### src/rtl/code_lock_pkg.sv
// Shared types and constants for the four-digit code lock.
// State list grows a LOCKOUT entry when CODE_LOCK_LOCKOUT_EN is defined.
package code_lock_pkg;

`ifdef CODE_LOCK_LOCKOUT_EN
  typedef enum logic [2:0] {
    ST_IDLE,
    ST_ENTRY,
    ST_RES_OK,
    ST_RES_ERR,
    ST_LOCKOUT
  } state_e;
`else
  typedef enum logic [2:0] {
    ST_IDLE,
    ST_ENTRY,
    ST_RES_OK,
    ST_RES_ERR
  } state_e;
`endif

  localparam logic [3:0] VAL_CHECK   = 4'd10;
  localparam logic [3:0] VAL_X       = 4'd11;
  localparam logic [3:0] VAL_OFF     = 4'd12;
  localparam logic [1:0] FAIL_THRESH = 2'd3;

  // Nibble 0 is the first digit entered (bits [15:12]).
  function automatic logic [3:0] code_nibble(input logic [15:0] code, input logic [1:0] idx);
    logic [3:0] nib;
    nib = code[3:0];
    case (idx)
      2'd0:    nib = code[15:12];
      2'd1:    nib = code[11:8];
      2'd2:    nib = code[7:4];
      default: nib = code[3:0];
    endcase
    return nib;
  endfunction

endpackage

### src/rtl/btn_sync_edge.sv
// Two-flop synchronizer followed by a rising-edge detector for one button.
// The pulse is decoded from flops only, so it has no path from the raw input.
module btn_sync_edge (
  input  logic clk,
  input  logic rst,
  input  logic btn,
  output logic pulse
);

  logic sync1_q, sync1_d;
  logic sync2_q, sync2_d;
  logic prev_q,  prev_d;

  always_comb begin
    sync1_d = btn;
    sync2_d = sync1_q;
    prev_d  = sync2_q;
  end

  always_ff @(posedge clk) begin
    if (rst) begin
      sync1_q <= 1'b0;
      sync2_q <= 1'b0;
      prev_q  <= 1'b0;
    end else begin
      sync1_q <= sync1_d;
      sync2_q <= sync2_d;
      prev_q  <= prev_d;
    end
  end

  assign pulse = sync2_q & ~prev_q;

endmodule

### src/rtl/code_lock_ctrl.sv
// Four-digit code-entry FSM feeding the seven-segment driver.
// Define CODE_LOCK_LOCKOUT_EN to add the consecutive-failure lockout.
module code_lock_ctrl
  import code_lock_pkg::*;
#(
  parameter logic [15:0] CODE           = 16'h1234,
  parameter int unsigned HOLD_CYCLES    = 10_000_000,
  parameter int unsigned LOCKOUT_CYCLES = 50_000_000
) (
  input  logic       clk,
  input  logic       rst,
  input  logic       btn_inc,
  input  logic       btn_enter,
  output logic [3:0] value,
  output logic [1:0] digit_idx,
  output logic       unlocked,
  output logic       locked_out
);

  localparam int HOLD_W = $clog2(HOLD_CYCLES + 1);
  localparam logic [HOLD_W-1:0] HOLD_LOAD = HOLD_W'(HOLD_CYCLES - 1);

  logic inc_p, ent_p;

  btn_sync_edge u_inc (.clk(clk), .rst(rst), .btn(btn_inc),   .pulse(inc_p));
  btn_sync_edge u_ent (.clk(clk), .rst(rst), .btn(btn_enter), .pulse(ent_p));

  state_e            state_q, state_d;
  logic [3:0]        digit_q, digit_d;
  logic [1:0]        idx_q, idx_d;
  logic              mis_q, mis_d;
  logic [HOLD_W-1:0] hold_q, hold_d;
  logic              mis_next;

`ifdef CODE_LOCK_LOCKOUT_EN
  localparam int LOCK_W = $clog2(LOCKOUT_CYCLES + 1);
  localparam logic [LOCK_W-1:0] LOCK_LOAD = LOCK_W'(LOCKOUT_CYCLES - 1);
  logic [1:0]        fail_q, fail_d;
  logic [LOCK_W-1:0] lock_q, lock_d;
`else
  logic unused_lockout;
  assign unused_lockout = ^LOCKOUT_CYCLES;
`endif

  always_comb begin
    state_d  = state_q;
    digit_d  = digit_q;
    idx_d    = idx_q;
    mis_d    = mis_q;
    hold_d   = hold_q;
    mis_next = mis_q | (digit_q != code_nibble(CODE, idx_q));
`ifdef CODE_LOCK_LOCKOUT_EN
    fail_d   = fail_q;
    lock_d   = lock_q;
`endif
    case (state_q)
      ST_IDLE: begin
        // The waking press is swallowed; it neither steps nor commits.
        if (inc_p || ent_p) begin
          state_d = ST_ENTRY;
          digit_d = 4'd0;
          idx_d   = 2'd0;
          mis_d   = 1'b0;
        end
      end
      ST_ENTRY: begin
        if (ent_p) begin
          digit_d = 4'd0;
          mis_d   = mis_next;
          if (idx_q == 2'd3) begin
            idx_d   = 2'd0;
            hold_d  = HOLD_LOAD;
            state_d = mis_next ? ST_RES_ERR : ST_RES_OK;
`ifdef CODE_LOCK_LOCKOUT_EN
            if (mis_next) fail_d = (fail_q == FAIL_THRESH) ? fail_q : fail_q + 2'd1;
            else          fail_d = 2'd0;
`endif
          end else begin
            idx_d = idx_q + 2'd1;
          end
        end else if (inc_p) begin
          digit_d = (digit_q == 4'd9) ? 4'd0 : digit_q + 4'd1;
        end
      end
      ST_RES_OK: begin
        if (hold_q == '0) state_d = ST_IDLE;
        else              hold_d  = hold_q - HOLD_W'(1);
      end
      ST_RES_ERR: begin
        if (hold_q == '0) begin
`ifdef CODE_LOCK_LOCKOUT_EN
          if (fail_q == FAIL_THRESH) begin
            state_d = ST_LOCKOUT;
            lock_d  = LOCK_LOAD;
          end else begin
            state_d = ST_IDLE;
          end
`else
          state_d = ST_IDLE;
`endif
        end else begin
          hold_d = hold_q - HOLD_W'(1);
        end
      end
`ifdef CODE_LOCK_LOCKOUT_EN
      ST_LOCKOUT: begin
        if (lock_q == '0) begin
          state_d = ST_IDLE;
          fail_d  = 2'd0;
        end else begin
          lock_d = lock_q - LOCK_W'(1);
        end
      end
`endif
      default: state_d = ST_IDLE;
    endcase
  end

  always_ff @(posedge clk) begin
    if (rst) begin
      state_q <= ST_IDLE;
      digit_q <= 4'd0;
      idx_q   <= 2'd0;
      mis_q   <= 1'b0;
      hold_q  <= '0;
`ifdef CODE_LOCK_LOCKOUT_EN
      fail_q  <= 2'd0;
      lock_q  <= '0;
`endif
    end else begin
      state_q <= state_d;
      digit_q <= digit_d;
      idx_q   <= idx_d;
      mis_q   <= mis_d;
      hold_q  <= hold_d;
`ifdef CODE_LOCK_LOCKOUT_EN
      fail_q  <= fail_d;
      lock_q  <= lock_d;
`endif
    end
  end

  // Outputs decode purely from registered state.
  always_comb begin
    value = VAL_OFF;
    case (state_q)
      ST_ENTRY:   value = digit_q;
      ST_RES_OK:  value = VAL_CHECK;
      ST_RES_ERR: value = VAL_X;
`ifdef CODE_LOCK_LOCKOUT_EN
      ST_LOCKOUT: value = VAL_X;
`endif
      default:    value = VAL_OFF;
    endcase
  end

  assign digit_idx = (state_q == ST_ENTRY) ? idx_q : 2'd0;
  assign unlocked  = (state_q == ST_RES_OK) && (hold_q == HOLD_LOAD);

`ifdef CODE_LOCK_LOCKOUT_EN
  assign locked_out = (state_q == ST_LOCKOUT);
`else
  assign locked_out = 1'b0;
`endif

endmodule
### config.mk
export PLATFORM = sky130hd
export DESIGN_NAME = code_lock_ctrl
export DESIGN_NICKNAME = d
export VERILOG_FILES = /design/src/rtl/code_lock_pkg.sv /design/src/rtl/btn_sync_edge.sv /design/src/rtl/code_lock_ctrl.sv
export SDC_FILE = /design/constraint.sdc
export NUM_CORES = 1
export LEC_CHECK = 0
export BUFFER_PORTS_ARGS = -buffer_cell sky130_fd_sc_hd__buf_2
export CAP_MARGIN = 10
export CORE_MARGIN = 2
export CORE_UTILIZATION = 64
export CTS_CLUSTER_SIZE = 14
export DETAILED_ROUTE_END_ITERATION = 16
export GPL_ROUTABILITY_DRIVEN = 0
export PLACE_DENSITY_LB_ADDON = 0.3
export SETUP_SLACK_MARGIN = 0.3
export SYNTH_ARGS = -nofsm -noshare
export SYNTH_HDL_FRONTEND = slang
export SYNTH_SLANG_ARGS = --single-unit
### constraint.sdc
create_clock -name clk -period 3.75 [get_ports clk]
set_input_delay 0.9375 -clock clk [delete_from_list [all_inputs] [get_ports clk]]
set_output_delay 0.9375 -clock clk [all_outputs]
set_load 0.01 [all_outputs]
Word-level counts from Yosys, hierarchy flattened
Cells that the tools add are included.
{"block": "word_totals", "regBits": 40, "output_inout_bits": 8}
{"block": "op_classes", "addsub": 3, "n_eq_ne": 15, "muxes": 25, "bitwise": 5, "reduce_logical": 12}
{"operator": "24-bit 2-to-1 mux", "count": 3}
{"operator": "24-bit one-hot mux with 2 select lines", "count": 1}
{"operator": "24-bit == test, second input constant", "count": 1}
{"operator": "24-bit logical NOT", "count": 1}
{"operator": "24-bit by 1-bit subtractor with 24-bit output, second input constant", "count": 1}
{"operator": "3-bit one-hot mux with 3 select lines", "count": 2}
{"operator": "4-bit 2-to-1 mux", "count": 4}
{"operator": "3-bit 2-to-1 mux", "count": 4}
{"operator": "4-bit one-hot mux with 3 select lines", "count": 1}
{"operator": "2-bit 2-to-1 mux", "count": 4}
{"operator": "2-bit inequality test, second input constant", "count": 4}
{"operator": "4-bit one-hot mux with 2 select lines", "count": 1}
{"operator": "4-bit AND reduction", "count": 2}
{"operator": "3-bit by 2-bit == test with 1-bit output, second input constant", "count": 2}
{"operator": "3-bit AND reduction", "count": 2}
{"operator": "4-bit by 1-bit adder with 4-bit output, second input constant", "count": 1}
{"operator": "2-bit == test, second input constant", "count": 2}
{"operator": "4-bit == test, second input constant", "count": 1}
{"operator": "4-bit inequality test", "count": 1}
{"operator": "2-bit one-hot mux with 2 select lines", "count": 1}
{"operator": "2-bit nonzero test", "count": 2}
{"operator": "3-bit by 1-bit == test with 1-bit output, second input constant", "count": 1}
{"operator": "3-bit logical NOT", "count": 1}
{"operator": "1-bit 2-to-1 mux", "count": 3}
{"operator": "other kinds (12)", "count": 14}

Longest topological paths before layout
{"block": "depth", "ltp_word": 8, "ltp_mapped": 9}

Hierarchy
From an unflattened synthesis, not the netlist that was laid out.
{"block": "unflattened", "hier_cells": 243, "area_unflattened_um2": 2050.7}
{"module": "code_lock_ctrl", "n_inst": 1, "cells_per_inst": 229, "area_each_um2": 1875.5}
{"module": "btn_sync_edge", "n_inst": 2, "cells_per_inst": 7, "area_each_um2": 87.6}

Worst setup path after synthesis
Ideal clock, no wire load.
{"block": "synth_timing", "kind": "register to register", "from": "register hold_q[0]", "to": "register hold_q[23]", "setup_ns": 0.132, "arrival_time_ns": 2.219, "slack_ns": 1.399, "stages_incl_launch_ff": 9, "path_buffers": 1, "synth_period_minus_slack_ns": 2.351, "cell_sequence": "dfxtp_1 inv_1 ha_1 or4b_2 clkbuf_1 or4b_1 nand4_1 xor2_1 a21oi_1"}
{"block": "synth_via", "elab_chain_len": 3, "elab_cells_between_ends": 6}
{"element": "from (decl)", "line_no": "code_lock_ctrl.sv:32", "text": "logic [HOLD_W-1:0] hold_q, hold_d;"}
{"element": "from (signal assigned)", "line_no": "code_lock_ctrl.sv:135", "text": "hold_q <= hold_d;"}
{"element": "24-bit by 1-bit subtractor with 24-bit output or 24-bit logical NOT (tied branches)"}
{"element": "24-bit 2-to-1 mux or 2-bit inequality test (tied branches)"}
{"element": "24-bit one-hot mux with 2 select lines or 4-bit AND reduction (tied branches)"}
Parallel ways exist; a longest one is shown, timed or not. The select of a mux whose other input is x is not followed.
A chain may end at the register's enable or synchronous reset.

Final worst setup path
{"block": "layout_timing", "from": "register hold_q[7]", "to": "output port unlocked"}
{"block": "layout_via", "elab_chain_len": 2}
{"element": "24-bit == test", "line_no": "code_lock_ctrl.sv:158", "text": "assign unlocked = (state_q == ST_RES_OK) && (hold_q == HOLD_LOAD);"}
{"element": "1-bit logical AND", "line_no": "code_lock_ctrl.sv:158"}
{"element": "to (decl)", "line_no": "code_lock_ctrl.sv:16", "text": "output logic unlocked,"}
No other way between the ends.

==> Implementation_results.wiki <==
{| class="wikitable"
! Metric !! Value
|-
| Run status || completed
|-
| Final period utilization || 70.0%
|-
| Largest net degree at the start of global routing || 30
|-
| Vias per std cell || 6.25
|-
| Slowest CP cell || sky130_fd_sc_hd__or3_1
|-
| Maximum clock rate || 0.381 GHz
|-
| Total global routing overflow || 0
|-
| Part of the Yosys area used for sequential elements || 37.7%
|-
| Clock tree from TritonCTS || yes
|-
| Delay of the slowest cell on the worst path || 460 ps
|-
| Post-layout total power || 0.690 mW
|-
| Sort of element at the start of the critical path || flop
|-
| Number of port buffers || 10
|-
| Critical path class || reg2out
|-
| H-tree lvl count || 2
|-
| Final hold viol count || 0
|-
| Max-slew violation count || 0
|-
| Worst setup EP type || output pin
|-
| Net Count, Synth || 246
|-
| FF-to-FF Start || hold_q[1]
|-
| Remaining antenna violation count after routing || 0
|-
| Max VDD drop || 0.227 mV
|-
| Layout area overhead || 4.60%
|-
| Leakage power summed over all cells || 0.802 nW
|-
| Die width || 60.8 um
|-
| Total inserted antenna cells || 0
|-
| # resized after CTS || 0
|-
| Pre-CTS worst setup slack || 1280 ps
|-
| Final count of negative-setup-slack endpoints || 0
|-
| Vias in the first global route || 1,612
|-
| Relative slew slack || 50.7%
|-
| Cell variety after synth || 49
|-
| Die boundary height || 60.8 um
|-
| HPWL after DPL || 3120 um
|-
| Arr. time, crit path || 1690 ps
|-
| Utilization after layout || 70.9%
|-
| Antenna violations before repair || 0
|-
| Number of nets in the finished design || 250
|-
| Yosys Warn Count || 0
|-
| Fraction of final layout cells sized beyond drive strength 1 || 11.2%
|-
| Cell count after synthesis || 236
|-
| GRT Overall Usage || 27.4%
|-
| Bufs and invs on worst path || 1
|-
| Kind of cell adding the most delay to the critical path || simple AND/OR/NAND/NOR gates
|-
| DRT Wirelength || 4410 um
|-
| Standard-cell row count || 20
|-
| Boundary Pins || 12
|-
| Number of clock sinks seen by CTS || 39
|-
| Fill cell instance count of the final layout || 255
|-
| DRC violations left || 0
|-
| Clock-pin slew on the worst setup and hold paths || 130 ps
|-
| Avg Cell Area, Syn || 8.76 um2
|-
| Transition time of the tightest slew-check pin || 734 ps
|-
| Wire length per cell || 15.5 um
|-
| Worst Clk Skew || 14.4 ps
|-
| Area of the core region || 0.00305 mm2
|-
| # Post-CTS Setup Buffers || 0
|-
| Clock latency of the later-clocked register in the worst-skew pair || 370 ps
|-
| DR iter-0 viols || 111
|-
| Detailed-route via count || 1,781
|-
| # hold bufs at CTS || 0
|-
| Initial cell density of the core || 67.7%
|-
| RSZ-0062 raised after global routing || no
|-
| Pwr Density || 319 mW/mm2
|-
| Clock period minus worst slack || 2630 ps
|-
| Hold Path Origin || u_inc.sync1_q
|-
| Num CTS Buffers || 5
|-
| Hold Path End || u_inc.prev_d
|-
| Setup slack, reg-to-reg || 1220 ps
|-
| Final critical-path setup slack || 1120 ps
|-
| Cell depth of the worst hold path || 1
|-
| Crit Reg-Reg Endpoint || hold_q[9]
|-
| Series of cell instances along the critical path || or3_1 > nor4_1 > buf_2
|-
| Required time of the critical path || 2810 ps
|-
| Class of the most critical hold timing path || reg2reg
|-
| Root Buffer || sky130_fd_sc_hd__clkbuf_4
|-
| Wire length of the first global-routing pass || 7470 um
|-
| Clock buffer depth || 2
|-
| Number of search-and-repair iterations in the first detailed-routing pass || 4
|-
| Mapped Area || 0.00207 mm2
|-
| Largest driver fanout on the critical path || 7
|-
| Stages on worst setup path || 3
|-
| Final total negative setup slack || 0 ps
|-
| Number of storage elements in the synthesis netlist || 39
|-
| Logic depth of the worst register-to-register path || 7
|-
| Total Die Area || 0.00370 mm2
|-
| Max_cap viols || 0
|}
[area by class of cell]
cell class                      count  area (um2)  share of cell area (%)
Sequential cell                    39         781                    36.1
Clock inverter                      3        20.0                   0.925
Inverter                            5        18.8                   0.868
Timing Repair Buffer               10        50.0                    2.31
Tap cell                           44        55.1                    2.54
Clock buffer                        5        37.5                    1.74
Multi-Input combinational cell    179        1200                    55.5
[worst register-to-register path, cell delays in order, from the launching register on]
cell	delay, ps
sky130_fd_sc_hd__dfxtp_1	390
sky130_fd_sc_hd__inv_1	100
sky130_fd_sc_hd__ha_1	130
sky130_fd_sc_hd__or4b_2	690
sky130_fd_sc_hd__nor4b_1	470
sky130_fd_sc_hd__a211oi_1	230
sky130_fd_sc_hd__a211oi_1	320
sky130_fd_sc_hd__a311oi_1	70
[flip-flops by register name, indices dropped and copies added, names as in the netlist]
name	cells
idx_q	2
mis_q	1
hold_q	24
u_ent.prev_d	1
u_ent.prev_q	1
u_inc.prev_d	1
u_inc.prev_q	1
state_q	2
u_inc.sync1_q	1
digit_q	4
u_ent.sync1_q	1
[metrics by stage]
step                instances  hold slack (ps)  instance area, um2
floorplan                 236              414                2070
global placement          277              416                2110
detailed placement        277              428                2110
CTS                       285              457                2160
global route              285              461                2160
finish                    285              450                2160
[synthesized netlist by cell type (all sizes together)]
master,count,area share (%)
xnor2,10,4.2
buf,4,1.6
a211oi,9,3.3
o211ai,1,0.36
xor2,5,2.1
nand4b,1,0.42
clkbuf,9,1.6
nand3b,1,0.36
nor2,28,5.1
and2,2,0.60
nand4,7,2.1
nor4b,3,1.6
nand2b,6,1.8
or4,8,3.1
and3,1,0.30
nor4,10,4.1
inv,5,0.91
dfxtp,39,38
a21bo,1,0.48
a311oi,4,1.7
o21ai,2,0.48
or4b,3,1.5
and4,1,0.42
conb,1,0.18
nand2,5,0.91
mux2i,2,0.97
a21boi,1,0.36
nand3,5,1.2
a21oi,12,2.9
or3b,1,0.42
a311o,1,0.48
a21o,2,0.73
nor2b,8,2.4
o31ai,4,1.5
nor3,12,3.4
o21a,2,0.73
ha,6,3.6
or2,1,0.30
a31oi,5,1.5
nor3b,1,0.36
or3,7,2.1
[layer usage]
metal | vias to the layer above | global-route usage, % | routed length [um]
li1 | 877 | - | -
met1 | 833 | 38.2 | 2050
met2 | 61 | 41.3 | 1990
met3 | 10 | 5.97 | 295
met4 | 0 | 10.6 | 73
met5 | - | 0 | 0
[cell usage in the layout, fill, tap and decap left out, types with 8 or more instances in the layout]
cell type and n:
sky130_fd_sc_hd__dfxtp_1 39, sky130_fd_sc_hd__nor2_1 28, sky130_fd_sc_hd__a21oi_1 12, sky130_fd_sc_hd__nor3_1 11
sky130_fd_sc_hd__xnor2_1 10, sky130_fd_sc_hd__buf_2 10, sky130_fd_sc_hd__a211oi_1 9, sky130_fd_sc_hd__nor2b_1 8
sky130_fd_sc_hd__nor4_1 8
[logic make-up (layout without fill, tap and decap cells)]
family          Yosys count  in the layout  share of synthesized area, %
buf+inv                  18             23                          4.17
xor+xnor                 15             15                          6.35
compound gates           44             44                          14.5
other cells               1              1                         0.181
simple gates            111            111                          32.5
flops                    39             39                          37.7
fa+ha+maj                 6              6                          3.63
mux                       2              2                         0.968
[where the power goes]
| group | switching (mW) | internal, mW | total (mW) |
|---|---|---|---|
| combinational | 0.0257 | 0.0173 | 0.0430 |
| sequential | 0.00673 | 0.420 | 0.427 |
| clock | 0.148 | 0.0715 | 0.220 |
| total | 0.180 | 0.509 | 0.690 |
[worst max-delay path by stage]
stage | endpoint | slack, ps | start
after floorplan | hold_q[23] | 1400 | hold_q[0]
after global placement | hold_q[4] | 1350 | hold_q[0]
after detailed placement | hold_q[9] | 1280 | hold_q[0]
after CTS | unlocked | 1120 | hold_q[7]
after global routing | hold_q[9] | 1010 | hold_q[1]
final | unlocked | 1120 | hold_q[7]
Note: power is estimated with default switching activity, not from simulation.
